### src/rtl/mips_ctrl_pkg.sv
// Shared encodings for the multi-cycle MIPS controller: opcodes, FSM states,
// ALU_CONTROL codes, mux selects and the decoded control bundle.
package mips_ctrl_pkg;

  localparam logic [5:0] OP_RTYPE = 6'h00;
  localparam logic [5:0] OP_J     = 6'h02;
  localparam logic [5:0] OP_JAL   = 6'h03;
  localparam logic [5:0] OP_BEQ   = 6'h04;
  localparam logic [5:0] OP_BNE   = 6'h05;
  localparam logic [5:0] OP_ADDI  = 6'h08;
  localparam logic [5:0] OP_SLTI  = 6'h0A;
  localparam logic [5:0] OP_ANDI  = 6'h0C;
  localparam logic [5:0] OP_ORI   = 6'h0D;
  localparam logic [5:0] OP_LB    = 6'h20;
  localparam logic [5:0] OP_LH    = 6'h21;
  localparam logic [5:0] OP_LW    = 6'h23;
  localparam logic [5:0] OP_SW    = 6'h2B;
  localparam logic [5:0] FN_JR    = 6'h08;

  typedef enum logic [3:0] {
    ST_FETCH     = 4'd0,
    ST_DECODE    = 4'd1,
    ST_MEM_ADDR  = 4'd2,
    ST_MEM_READ  = 4'd3,
    ST_MEM_WB    = 4'd4,
    ST_MEM_WRITE = 4'd5,
    ST_R_EXEC    = 4'd6,
    ST_R_WB      = 4'd7,
    ST_I_EXEC    = 4'd8,
    ST_I_WB      = 4'd9,
    ST_BRANCH    = 4'd10,
    ST_JUMP      = 4'd11,
    ST_JAL       = 4'd12,
    ST_JR        = 4'd13,
    ST_ILLEGAL   = 4'd14
  } state_t;

  localparam logic [3:0] ALU_ADD   = 4'd0;
  localparam logic [3:0] ALU_SUB   = 4'd1;
  localparam logic [3:0] ALU_FUNCT = 4'd2;
  localparam logic [3:0] ALU_AND   = 4'd3;
  localparam logic [3:0] ALU_OR    = 4'd4;
  localparam logic [3:0] ALU_SLT   = 4'd5;

  localparam logic [1:0] REGDST_RT = 2'd0;
  localparam logic [1:0] REGDST_RD = 2'd1;
  localparam logic [1:0] REGDST_RA = 2'd2;

  localparam logic [1:0] MTR_ALUOUT = 2'd0;
  localparam logic [1:0] MTR_MDR    = 2'd1;
  localparam logic [1:0] MTR_PC     = 2'd2;

  localparam logic [1:0] SRCB_RT      = 2'd0;
  localparam logic [1:0] SRCB_FOUR    = 2'd1;
  localparam logic [1:0] SRCB_IMM     = 2'd2;
  localparam logic [1:0] SRCB_IMM_SH2 = 2'd3;

  localparam logic [1:0] PCSRC_ALU    = 2'd0;
  localparam logic [1:0] PCSRC_ALUOUT = 2'd1;
  localparam logic [1:0] PCSRC_JUMP   = 2'd2;
  localparam logic [1:0] PCSRC_RS     = 2'd3;

  localparam logic [1:0] LS_BYTE = 2'd0;
  localparam logic [1:0] LS_HALF = 2'd1;
  localparam logic [1:0] LS_WORD = 2'd2;

  typedef struct packed {
    logic       pc_write;
    logic       pc_write_cond;
    logic       branch_ne;
    logic       i_or_d;
    logic       mem_read;
    logic       mem_write;
    logic       ir_write;
    logic       reg_write;
    logic [1:0] reg_dst;
    logic [1:0] mem_to_reg;
    logic [1:0] load_size;
    logic       alu_src_a;
    logic [1:0] alu_src_b;
    logic       sign_zero_extend;
    logic [3:0] alu_op;
    logic [1:0] pc_source;
    logic       illegal;
  } ctrl_t;

  function automatic logic [1:0] load_size_of(input logic [5:0] op);
    case (op)
      OP_LB:   return LS_BYTE;
      OP_LH:   return LS_HALF;
      default: return LS_WORD;
    endcase
  endfunction

  function automatic logic [3:0] imm_alu_op(input logic [5:0] op);
    case (op)
      OP_ANDI: return ALU_AND;
      OP_ORI:  return ALU_OR;
      OP_SLTI: return ALU_SLT;
      default: return ALU_ADD;
    endcase
  endfunction

endpackage

### src/rtl/multicycle_control_decode.sv
// Combinational map from controller state (plus held opcode and memory
// handshake) to the datapath control bundle.
module multicycle_control_decode
  import mips_ctrl_pkg::*;
(
  input  state_t      state_i,
  input  logic [5:0]  opcode_i,
  input  logic        ready_i,
  output ctrl_t       ctrl_o
);

  always_comb begin
    ctrl_o = '0;
    case (state_i)
      ST_FETCH: begin
        ctrl_o.mem_read  = 1'b1;
        ctrl_o.alu_src_b = SRCB_FOUR;
        ctrl_o.alu_op    = ALU_ADD;
        ctrl_o.pc_source = PCSRC_ALU;
        ctrl_o.ir_write  = ready_i;
        ctrl_o.pc_write  = ready_i;
      end
      ST_DECODE: begin
        ctrl_o.alu_src_b        = SRCB_IMM_SH2;
        ctrl_o.sign_zero_extend = 1'b1;
      end
      ST_MEM_ADDR: begin
        ctrl_o.alu_src_a        = 1'b1;
        ctrl_o.alu_src_b        = SRCB_IMM;
        ctrl_o.sign_zero_extend = 1'b1;
      end
      ST_MEM_READ: begin
        ctrl_o.mem_read = 1'b1;
        ctrl_o.i_or_d   = 1'b1;
      end
      ST_MEM_WB: begin
        ctrl_o.reg_write  = 1'b1;
        ctrl_o.reg_dst    = REGDST_RT;
        ctrl_o.mem_to_reg = MTR_MDR;
        ctrl_o.load_size  = load_size_of(opcode_i);
      end
      ST_MEM_WRITE: begin
        ctrl_o.mem_write = 1'b1;
        ctrl_o.i_or_d    = 1'b1;
      end
      ST_R_EXEC: begin
        ctrl_o.alu_src_a = 1'b1;
        ctrl_o.alu_src_b = SRCB_RT;
        ctrl_o.alu_op    = ALU_FUNCT;
      end
      ST_R_WB: begin
        ctrl_o.reg_write = 1'b1;
        ctrl_o.reg_dst   = REGDST_RD;
      end
      ST_I_EXEC: begin
        ctrl_o.alu_src_a        = 1'b1;
        ctrl_o.alu_src_b        = SRCB_IMM;
        ctrl_o.alu_op           = imm_alu_op(opcode_i);
        ctrl_o.sign_zero_extend = !(opcode_i == OP_ANDI || opcode_i == OP_ORI);
      end
      ST_I_WB: begin
        ctrl_o.reg_write = 1'b1;
        ctrl_o.reg_dst   = REGDST_RT;
      end
      ST_BRANCH: begin
        ctrl_o.alu_src_a     = 1'b1;
        ctrl_o.alu_src_b     = SRCB_RT;
        ctrl_o.alu_op        = ALU_SUB;
        ctrl_o.pc_write_cond = 1'b1;
        ctrl_o.pc_source     = PCSRC_ALUOUT;
        ctrl_o.branch_ne     = (opcode_i == OP_BNE);
      end
      ST_JUMP: begin
        ctrl_o.pc_write  = 1'b1;
        ctrl_o.pc_source = PCSRC_JUMP;
      end
      ST_JAL: begin
        ctrl_o.reg_write  = 1'b1;
        ctrl_o.reg_dst    = REGDST_RA;
        ctrl_o.mem_to_reg = MTR_PC;
        ctrl_o.pc_write   = 1'b1;
        ctrl_o.pc_source  = PCSRC_JUMP;
      end
      ST_JR: begin
        ctrl_o.pc_write  = 1'b1;
        ctrl_o.pc_source = PCSRC_RS;
      end
      ST_ILLEGAL: begin
        ctrl_o.illegal = 1'b1;
      end
      default: ;
    endcase
  end

endmodule

### src/rtl/multicycle_control.sv
// Moore FSM sequencing the shared-memory, shared-ULA multi-cycle MIPS datapath
// with a ready handshake for variable-latency memory.
module multicycle_control
  import mips_ctrl_pkg::*;
#(
  parameter state_t RESET_STATE  = ST_FETCH,
  parameter bit     IGNORE_READY = 1'b0
) (
  input  logic       clk,
  input  logic       rst,
  input  logic [5:0] opcode,
  input  logic [5:0] funct,
  input  logic       zero,
  input  logic       mem_ready,
  output logic       pc_write,
  output logic       pc_write_cond,
  output logic       branch_ne,
  output logic       i_or_d,
  output logic       mem_read,
  output logic       mem_write,
  output logic       ir_write,
  output logic       reg_write,
  output logic [1:0] reg_dst,
  output logic [1:0] mem_to_reg,
  output logic [1:0] load_size,
  output logic       alu_src_a,
  output logic [1:0] alu_src_b,
  output logic       sign_zero_extend,
  output logic [3:0] alu_op,
  output logic [1:0] pc_source,
  output logic       illegal,
  output logic [3:0] state_dbg
);

  state_t state_q, state_d;
  ctrl_t  ctrl, ctrl_out;
  logic   ready;
  logic   unused_zero;

  // Branch resolution on zero happens in the datapath via pc_write_cond/branch_ne.
  assign unused_zero = zero;
  assign ready       = IGNORE_READY ? 1'b1 : mem_ready;

  always_comb begin
    state_d = state_q;
    case (state_q)
      ST_FETCH:     if (ready) state_d = ST_DECODE;
      ST_DECODE: begin
        case (opcode)
          OP_RTYPE:                   state_d = (funct == FN_JR) ? ST_JR : ST_R_EXEC;
          OP_LW, OP_LB, OP_LH, OP_SW: state_d = ST_MEM_ADDR;
          OP_BEQ, OP_BNE:             state_d = ST_BRANCH;
          OP_J:                       state_d = ST_JUMP;
          OP_JAL:                     state_d = ST_JAL;
          OP_ADDI, OP_ANDI, OP_ORI, OP_SLTI: state_d = ST_I_EXEC;
          default:                    state_d = ST_ILLEGAL;
        endcase
      end
      ST_MEM_ADDR:  state_d = (opcode == OP_SW) ? ST_MEM_WRITE : ST_MEM_READ;
      ST_MEM_READ:  if (ready) state_d = ST_MEM_WB;
      ST_MEM_WRITE: if (ready) state_d = ST_FETCH;
      ST_R_EXEC:    state_d = ST_R_WB;
      ST_I_EXEC:    state_d = ST_I_WB;
      ST_ILLEGAL:   state_d = ST_ILLEGAL;
      default:      state_d = ST_FETCH;
    endcase
  end

  always_ff @(posedge clk or posedge rst) begin
    if (rst) state_q <= RESET_STATE;
    else     state_q <= state_d;
  end

  multicycle_control_decode u_decode (
    .state_i  (state_q),
    .opcode_i (opcode),
    .ready_i  (ready),
    .ctrl_o   (ctrl)
  );

  // Reset blanks every output combinationally so in-flight accesses drop at once.
  assign ctrl_out  = rst ? '0 : ctrl;
  assign state_dbg = rst ? '0 : state_q;

  assign pc_write         = ctrl_out.pc_write;
  assign pc_write_cond    = ctrl_out.pc_write_cond;
  assign branch_ne        = ctrl_out.branch_ne;
  assign i_or_d           = ctrl_out.i_or_d;
  assign mem_read         = ctrl_out.mem_read;
  assign mem_write        = ctrl_out.mem_write;
  assign ir_write         = ctrl_out.ir_write;
  assign reg_write        = ctrl_out.reg_write;
  assign reg_dst          = ctrl_out.reg_dst;
  assign mem_to_reg       = ctrl_out.mem_to_reg;
  assign load_size        = ctrl_out.load_size;
  assign alu_src_a        = ctrl_out.alu_src_a;
  assign alu_src_b        = ctrl_out.alu_src_b;
  assign sign_zero_extend = ctrl_out.sign_zero_extend;
  assign alu_op           = ctrl_out.alu_op;
  assign pc_source        = ctrl_out.pc_source;
  assign illegal          = ctrl_out.illegal;

endmodule

### config.mk
export PLATFORM = sky130hd
export DESIGN_NAME = multicycle_control
export DESIGN_NICKNAME = d
export VERILOG_FILES = /design/src/rtl/mips_ctrl_pkg.sv /design/src/rtl/multicycle_control_decode.sv /design/src/rtl/multicycle_control.sv
export SDC_FILE = /design/constraint.sdc
export NUM_CORES = 1
export LEC_CHECK = 0
export ABC_AREA = 1
export BUFFER_PORTS_ARGS = -buffer_cell sky130_fd_sc_hd__buf_4
export CAP_MARGIN = 5
export CORE_MARGIN = 5
export CORE_UTILIZATION = 45
export CTS_BUF_LIST = sky130_fd_sc_hd__clkbuf_4
export DETAILED_ROUTE_END_ITERATION = 8
export PLACE_DENSITY = 0.8
export SLEW_MARGIN = 40
export SYNTH_ARGS = -nofsm -noshare
export SYNTH_HDL_FRONTEND = slang
export SYNTH_SLANG_ARGS = --single-unit
### constraint.sdc
create_clock -name clk -period 2.09 [get_ports clk]
set_input_delay 0.209 -clock clk [delete_from_list [all_inputs] [get_ports clk]]
set_output_delay 0.209 -clock clk [all_outputs]
set_load 0.1 [all_outputs]
; Yosys cells after proc, flatten, opt, wreduce, memory -nomap -nowiden
; Index checks and enable logic that the tools add are counted.
[op_classes]
n_eq_ne = 30
reduce_logical = 16
n_mux = 26
[ops]
columns = cell, n
row1 = 4-bit case mux with 8 select lines, 1
row2 = 6-bit by 4-bit == test with 1-bit output (second input constant), 5
row3 = 4-bit == test (second input constant), 7
row4 = 25-bit two-way mux, 1
row5 = 6-bit == test (second input constant), 4
row6 = 4-bit case mux with 6 select lines, 1
row7 = 4-bit two-way mux, 5
row8 = 3-bit case mux with 3 select lines, 2
row9 = 4-bit by 3-bit == test with 1-bit output (second input constant), 4
row10 = 2-bit OR reduction, 7
row11 = 6-bit by 2-bit == test with 1-bit output (second input constant), 2
row12 = 6-bit by 3-bit == test with 1-bit output (second input constant), 2
row13 = 2-bit case mux with 3 select lines, 2
row14 = 4-bit case mux with 3 select lines, 1
row15 = 4-bit OR reduction, 3
row16 = 4-bit by 2-bit == test with 1-bit output (second input constant), 2
row17 = 2-bit case mux with 2 select lines, 2
row18 = 6-bit zero test, 1
row19 = 1-bit two-way mux, 6
row20 = 2-bit inequality test (second input constant), 3
row21 = 4-bit by 1-bit == test with 1-bit output (second input constant), 1
row22 = 4-bit zero test, 1
row23 = 2-bit two-way mux, 2
row24 = 1-bit case mux with 2 select lines, 2
row25 = 5 further kinds, 5
[word_totals]
out_inout_bits = 29
in_bits = 16
word_cells = 73
ff_bits = 4

; Logic depth before layout (Yosys ltp)
; Gate-level depths: netlist (run 1).
[logic_depth]
word_depth = 5
mapped_depth = 11
ltp_nobuf = 11

; By module
; A second synthesis (run 1) with hierarchy kept.
[unflattened]
cells_unflattened = 217
hier_area_um2 = 1028.5
[by_module_without_submodules]
columns = mod, area_per_inst_um2, instances, cells_per_inst, seq_area_each_um2
row1 = multicycle_control, 668.1, 1, 141, 100.1
row2 = multicycle_control_decode, 360.3, 1, 76, 0.0

; Worst setup path before layout (run 1)
; Ideal clock, no wire load.
[synth_path]
path_type = register to output
start = reg state_q[0]
end = out reg_dst[1]
n_path_buf = 1
setup_slack_ps = -1452
required_time_ps = 1881
arrival_ps = 3333
stages_incl_launch_ff = 5
path_cell_list = dfrtp_1 > nor2_2 > clkinv_2 > nor3_1 > buf_4
[synth_via]
elab_chain_len = 4
word_cells_on_any_way = 7
classes_between = eq/ne (4) / mux (2) / reduce/logical (1)
[synth_rtl]
columns = item, line_no
row1 = "start, declared", multicycle_control.sv:35  ; state_t state_q, state_d;
row2 = "start signal, assigned", multicycle_control.sv:71  ; else state_q <= state_d;
row3 = 4-bit by 3-bit == test with 1-bit output / 4-bit == test (equally long branches), multicycle_control_decode.sv:14  ; case (state_i)
row4 = 2-bit OR reduction (no source line), -
row5 = 3-bit case mux with 3 select lines (*), multicycle_control_decode.sv:14
row6 = 25-bit two-way mux (*), multicycle_control.sv:82  ; assign ctrl_out = rst ? '0 : ctrl;
row7 = "end, declared", multicycle_control.sv:23  ; output logic [1:0] reg_dst,
; Every way passes the cells marked *; elsewhere a longest branch is shown, timed or not.

; Final worst setup path (run 1)
[layout_path]
start = reg state_q[0]
end = out alu_op[0]
[layout_via]
elab_chain_len = 3
word_cells_on_any_way = 5
classes_between = eq/ne (3) / mux (2)
[layout_rtl]
columns = item, line_no
row1 = 4-bit == test / 4-bit by 3-bit == test with 1-bit output (equally long branches), multicycle_control_decode.sv:14
row2 = 4-bit case mux with 3 select lines (*), multicycle_control_decode.sv:14
row3 = 25-bit two-way mux (*), multicycle_control.sv:82
row4 = "end, declared", multicycle_control.sv:29  ; output logic [3:0] alu_op,
; Marked as above.

==> results.json, run 1 <==
{
  "ys.warnings.count": 0,
  "cts_hold_buf": 0,
  "die_h_um": 53.5,
  "ys_ff_latch": 4,
  "drt_wl_total_mm": 2.61,
  "drtIter0Drc": 13,
  "fmax_mhz": 502,
  "outcome": "completed",
  "place.gp.congestion": 0.898,
  "crit_type": "flip-flop to output port",
  "synth_cell_types": 23,
  "finClkSkew_ps": 5.19,
  "clock_path_buffers": 2,
  "worstSetupStartpointType": "flip-flop",
  "detail_route.wl_per_cell_um": 11.5,
  "cp.arrival_ps": 1780,
  "num_vias": 1102,
  "largest_register_ffs": 4,
  "num_antenna_cells": 0,
  "setup_viol": 0,
  "grt_max_degree": 19,
  "fp.dieW_um": 53.5,
  "die_area_sq_um": 2860,
  "finalCritPeriodShare_pct": 95.3,
  "drive_gt1_share_pct": 49.5,
  "leakage_nw": 0.638,
  "min_period_ps": 1990,
  "yosys.area.top_type": "nand2_1",
  "reg_top3": "state_q: 4 flops",
  "rsz0062_at_grt": "false",
  "core_area_sq_um": 1760,
  "synth_top_area_share_pct": 14.1,
  "required_ps": 1880,
  "maxCapViolations": 0,
  "hold_path.class": "primary input to asynchronous set/reset pin",
  "final_nets": 219,
  "post-route-drc-count": 0,
  "rows": 15,
  "dp_hpwl_mm": 2.24,
  "grt_antenna_before_repair": 0,
  "clkTransAtPathRegs_ps": 40,
  "routed_via_density": 4.85,
  "syn_area_per_cell_sq_um": 5.32,
  "seq_area_sq_um": 101,
  "utilization_pct": 73.0,
  "endpoint_kind": "output port",
  "port-buffer-count": 42,
  "syn_area_sq_um": 851,
  "power_density_nw_per_um2": 1400,
  "vdd_drop_max_v": 0.00101,
  "hold_violations": 0,
  "cts_root_buf": "clkbuf_4",
  "post-cts-setup-buffer-count": 0,
  "syn_inst": 160,
  "ios": 45,
  "antenna_left": 0,
  "grt-ovfl-total": 0,
  "cts_sinks": 4,
  "multi_input_area_sq_um": 673,
  "clock_latency_ps": 240,
  "ys_top_cells_by_area": "nand2_1, nor2_1, dfrtp_1",
  "synth_fp_nets": 176,
  "detailed_place.area_sq_um": 1250,
  "grt_pass1_wl_mm": 4.21,
  "track_usage_pct": 19.9,
  "grt_pass1_vias": 1035,
  "htree_levels": 1,
  "post_cts_resized": 0,
  "regMostFlops": "state_q",
  "synthToLayoutAreaGrowth_pct": 51.5,
  "final_max_slew_viol_count": 0,
  "firstDrtPassIters": 4,
  "cts_made_buffers": 3,
  "path_max_fanout": 6,
  "stdcell_area_sq_um": 1290,
  "yosysSeqAreaShare_pct": 11.8,
  "start_util_pct": 48.2,
  "nFillCells": 178,
  "cts_tree": "done"
}
synth_stat cells:
| cell | count |
|---|---|
| nand2_1 | 32 |
| nor2_1 | 28 |
| inv_1 | 17 |
| nand3_1 | 16 |
| nor2_2 | 15 |
| inv_2 | 12 |
| a21oi_1 | 8 |
| nor2_4 | 5 |
| dfrtp_1 | 4 |
| nand4_1 | 3 |
| nor3_1 | 3 |
| o21ai_0 | 3 |
| buf_4 | 2 |
| clkinv_2 | 2 |
| o21ai_1 | 2 |
| a22oi_1 | 1 |
| buf_1 | 1 |
| buf_2 | 1 |
| conb_1 | 1 |
| o221ai_1 | 1 |
| o22ai_1 | 1 |
| o31ai_4 | 1 |
| or2_1 | 1 |
cell families (layout without fill, tap and decap cells):
kind of cell           count (synthesis)  in the layout  share of synthesized area (%)
AOI/OAI and AO/OA                     17             17                           12.8
other                                  1              1                          0.441
buffers and inverters                 35             77                           16.8
DFF                                    4              4                           11.8
and+or+nand+nor                      103            103                           58.2
path summary, 6_finish.rpt:
kind | startpoint | endpoint | slack (ps) | depth (start not counted)
setup / recovery | state_q[0] | alu_op[0] | 100 | 7
hold / removal | rst | state_q[0] | 40 | 2
setup reg to reg | state_q[2] | state_q[2] | 750 | 9
hold reg to reg | state_q[0] | state_q[0] | 660 | 2
max in group asynchronous | rst | state_q[1] | 1800 | 2
min in group clk | mem_ready | state_q[0] | 300 | 4
placed cells by master, fill, tap and decap left out, types with 3 or more instances in the layout:
cell type  netlist  final
nand3_1         16     16
nor2_4           5      6
dfrtp_1          4      3
buf_4            2     39
a21oi_1          8      3
inv_1           17     15
inv_2           12     12
nor2_2          15     20
buf_6            0      3
nor2_1          28     22
clkbuf_4         0      4
nand2_1         32     31
o21ai_0          3      3
nand4_1          3      3
a21oi_2          0      5
metal layers:
layer  vias to the layer above  track usage, %  wire, um
met5                         -               0         0
met4                         0            8.51        41
li1                        579               -         -
met1                       492            23.7      1140
met2                        26            35.3      1340
met3                         5            1.97        92
where the power goes:
group	internal, mW	switching, mW	total [mW]
registers	0.114	0.0570	0.171
logic	0.328	1.18	1.50
clock network	0.0850	0.0377	0.123
critical path: stages (launching register included):
cell and delay, ps:
dfrtp_1 430, nor2_2 160, clkinv_2 150, nor2_2 180, nand2_1 120, a21oi_1 150
or2_4 130, buf_6 210
stage by stage:
stage / setup slack, ps / std cells / setup TNS [ps] / hold slack (ps) / power (mW)
floorplan: -82.4 / 160 / -443 / 239 / 1.40
global placement: 304 / 223 / 0 / 289 / 1.65
detailed placement: 301 / 223 / 0 / 300 / 1.67
CTS: 28.7 / 227 / 0 / 42.5 / 1.80
global route: 0.969 / 227 / 0 / 63.5 / 1.90
finish: 97.5 / 227 / 0 / 40.7 / 1.80
layout make-up:
type | instances | share of cell area, %
flip-flops and latches | 4 | 7.86
inverters | 31 | 9.81
multi-input cells | 121 | 52.2
well taps | 25 | 2.43
repair buffers | 42 | 25.3
clock buffers | 4 | 2.33
(Power assumes the default switching activity.)
==> run 2: changes to the inputs <==
--- a/config.mk
+++ b/config.mk
@@ -12,8 +12,9 @@
 export CORE_UTILIZATION = 45
 export CTS_BUF_LIST = sky130_fd_sc_hd__clkbuf_4
 export DETAILED_ROUTE_END_ITERATION = 8
-export PLACE_DENSITY = 0.8
+export PLACE_DENSITY = 0.77
 export SLEW_MARGIN = 40
 export SYNTH_ARGS = -nofsm -noshare
 export SYNTH_HDL_FRONTEND = slang
+export SYNTH_HIERARCHICAL = 1
 export SYNTH_SLANG_ARGS = --single-unit
==> results.json, run 2 <==
{
  "outcome": "finished with violations",
  "failed_checks": "max-slew violations",
  "async_reset_ff_share_pct": 100,
  "grt_antenna_before_repair": 0,
  "vdd_drop_max_v": 0.00102,
  "utilization_pct": 65.1,
  "ys_top_cells_by_area": "inv_1, nor2_1, nand2_1",
  "yosys.area.top_type": "inv_1",
  "hold_violations": 0,
  "routed_via_density": 4.51,
  "syn_inst": 217,
  "cts_tree": "done",
  "synth_top_area_share_pct": 19.3,
  "port-buffer-count": 42,
  "final_nets": 274,
  "syn_area_per_cell_sq_um": 4.74,
  "final_cell_mix": "inv_1, nand2_1, buf_4, nor2_2, nor2_1",
  "ys.warnings.count": 6,
  "antenna_left": 0,
  "firstDrtPassIters": 4,
  "drtIter0Drc": 29,
  "cts_root_buf": "clkbuf_4",
  "syn_area_sq_um": 1030,
  "synth-edff-count": 0,
  "critPathSlowestCell": "dfrtp_1",
  "fmax_mhz": 525,
  "reg_top3": "state_q: 4 flops",
  "required_ps": 1880,
  "finalSetupTns_ps": 0,
  "largest_register_ffs": 4,
  "slowest_delay_ps": 480,
  "synthToLayoutAreaGrowth_pct": 38.7,
  "ios": 45,
  "worstSetupStartpointType": "flip-flop",
  "detailed_place.area_sq_um": 1400,
  "stdcell_area_sq_um": 1430,
  "grt_max_degree": 31,
  "synth_fp_nets": 233,
  "ys_ff_latch": 4,
  "die_area_sq_um": 3340,
  "finClkSkew_ps": 3.79,
  "worstMarginPinSlew_ps": 1710,
  "post-route-drc-count": 0,
  "nFillCells": 226,
  "cts_hold_buf": 0,
  "drive_gt1_share_pct": 35.9,
  "crit_type": "flip-flop to output port",
  "post-cts-setup-buffer-count": 0,
  "cts_sinks": 4,
  "hold_path.class": "primary input to asynchronous set/reset pin",
  "rows": 17,
  "synth_cell_types": 25,
  "path_max_fanout": 11,
  "place.gp.congestion": 0.869,
  "min_period_ps": 1900,
  "num_vias": 1280,
  "clock_path_buffers": 2,
  "grt-ovfl-total": 0,
  "die_h_um": 57.8,
  "power.total_mw": 1.80,
  "cp_common_cell": "nor2_2",
  "crit_chain": "nor2_2, inv_2, nor2_4, nand2_2, nor2_2, inv_1, nor2_2, buf_4",
  "fp.dieW_um": 57.8,
  "grt_pass1_vias": 1079,
  "dp_hpwl_mm": 2.15,
  "drt_wl_total_mm": 2.52,
  "final_common_cell": "inv_1",
  "clock_latency_ps": 230,
  "leakage_nw": 0.803,
  "regMostFlops": "state_q",
  "finalCritPeriodShare_pct": 91.1,
  "num_antenna_cells": 0,
  "path_buf_inv": 3,
  "track_usage_pct": 15.4,
  "rsz0062_at_grt": "false",
  "setup_viol": 0,
  "synth_top_cells_by_count": "inv_1, nor2_1, nand2_1",
  "maxSlewHeadroom_pct": -14.5,
  "cts_made_buffers": 3,
  "core_area_sq_um": 2190,
  "htree_levels": 1,
  "synth_most_common_cell": "inv_1",
  "power_density_nw_per_um2": 1270,
  "grt_pass1_wl_mm": 4.35,
  "start_util_pct": 46.9,
  "crit_family": "simple AND/OR/NAND/NOR gates",
  "endpoint_kind": "output port",
  "detail_route.wl_per_cell_um": 8.88,
  "synth_flop_cell": "dfrtp_1",
  "yosysSeqAreaShare_pct": 9.73,
  "clkTransAtPathRegs_ps": 40,
  "final_max_slew_viol_count": 1,
  "cp.arrival_ps": 1700,
  "maxCapViolations": 0
}
==> run 2: cell count changes in the layout (fill, tap and decap cells not counted), moves of 5 or more <==
cell,delta
inv_1,+38
nand2_1,+12
nor2_2,+11
nor2_1,+6
a21oi_2,-5
inv_2,-5
==> run 2: cells by family (layout without fill, tap and decap cells) <==
logic type / after synthesis / in the layout / share of synthesized area, %
DFF: 4 / 4 / 9.73
buffers and inverters: 66 / 105 / 25.5
AOI/OAI and AO/OA: 15 / 15 / 8.27
other: 1 / 1 / 0.365
and+or+nand+nor: 131 / 131 / 56.1
==> run 2: power by group <==
group          leakage [nW]  switching (mW)  internal [mW]  total, mW
combinational         0.740            1.15          0.346       1.50
clock                0.0138          0.0281         0.0640     0.0921
sequential           0.0483          0.0989          0.116      0.215
total                 0.803            1.28          0.525       1.80
==> run 2: routing by layer <==
metal / up-vias / track usage, % / wire length (um)
li1: 714 / - / -
met1: 534 / 19.9 / 1120
met2: 32 / 26.3 / 1240
met3: 0 / 3.12 / 168
met4: 0 / 3.64 / 0
met5: - / 0 / 0
==> run 2: worst paths after layout <==
kind	slack, ps	startpoint	to	cells after the start
worst max register to register	760	state_q[3]	state_q[0]	6
max in group asynchronous	1860	rst	state_q[0]	2
worst max-delay path	190	state_q[1]	load_size[0]	8
worst min register to register	740	state_q[3]	state_q[3]	2
worst min-delay path	60	rst	state_q[2]	2
min in group clk	340	mem_ready	state_q[2]	4
==> run 2: timing repair <==
item,4_1_cts,5_1_grt
endpoints found under the setup margin,0,7
hold endpoints to repair,0,0
resized for setup,0,2
==> run 2: per-stage QoR <==
stage	hold slack (ps)	instances	worst slack [ps]
after CTS	61.4	284	96.2
after global placement	306	281	350
after global routing	83.5	284	19.1
after detailed placement	308	281	346
final	60.3	284	185
after floorplan	258	217	25.7
==> run 2: area by class of cell <==
cell class | count | area [sq um] | area share (%)
tap | 28 | 35.0 | 2.46
timing repair buffer | 42 | 315 | 22.1
sequential | 4 | 103 | 7.19
inverter | 60 | 225 | 15.8
multi-input combinational | 147 | 726 | 50.9
clock buffer | 3 | 22.5 | 1.58
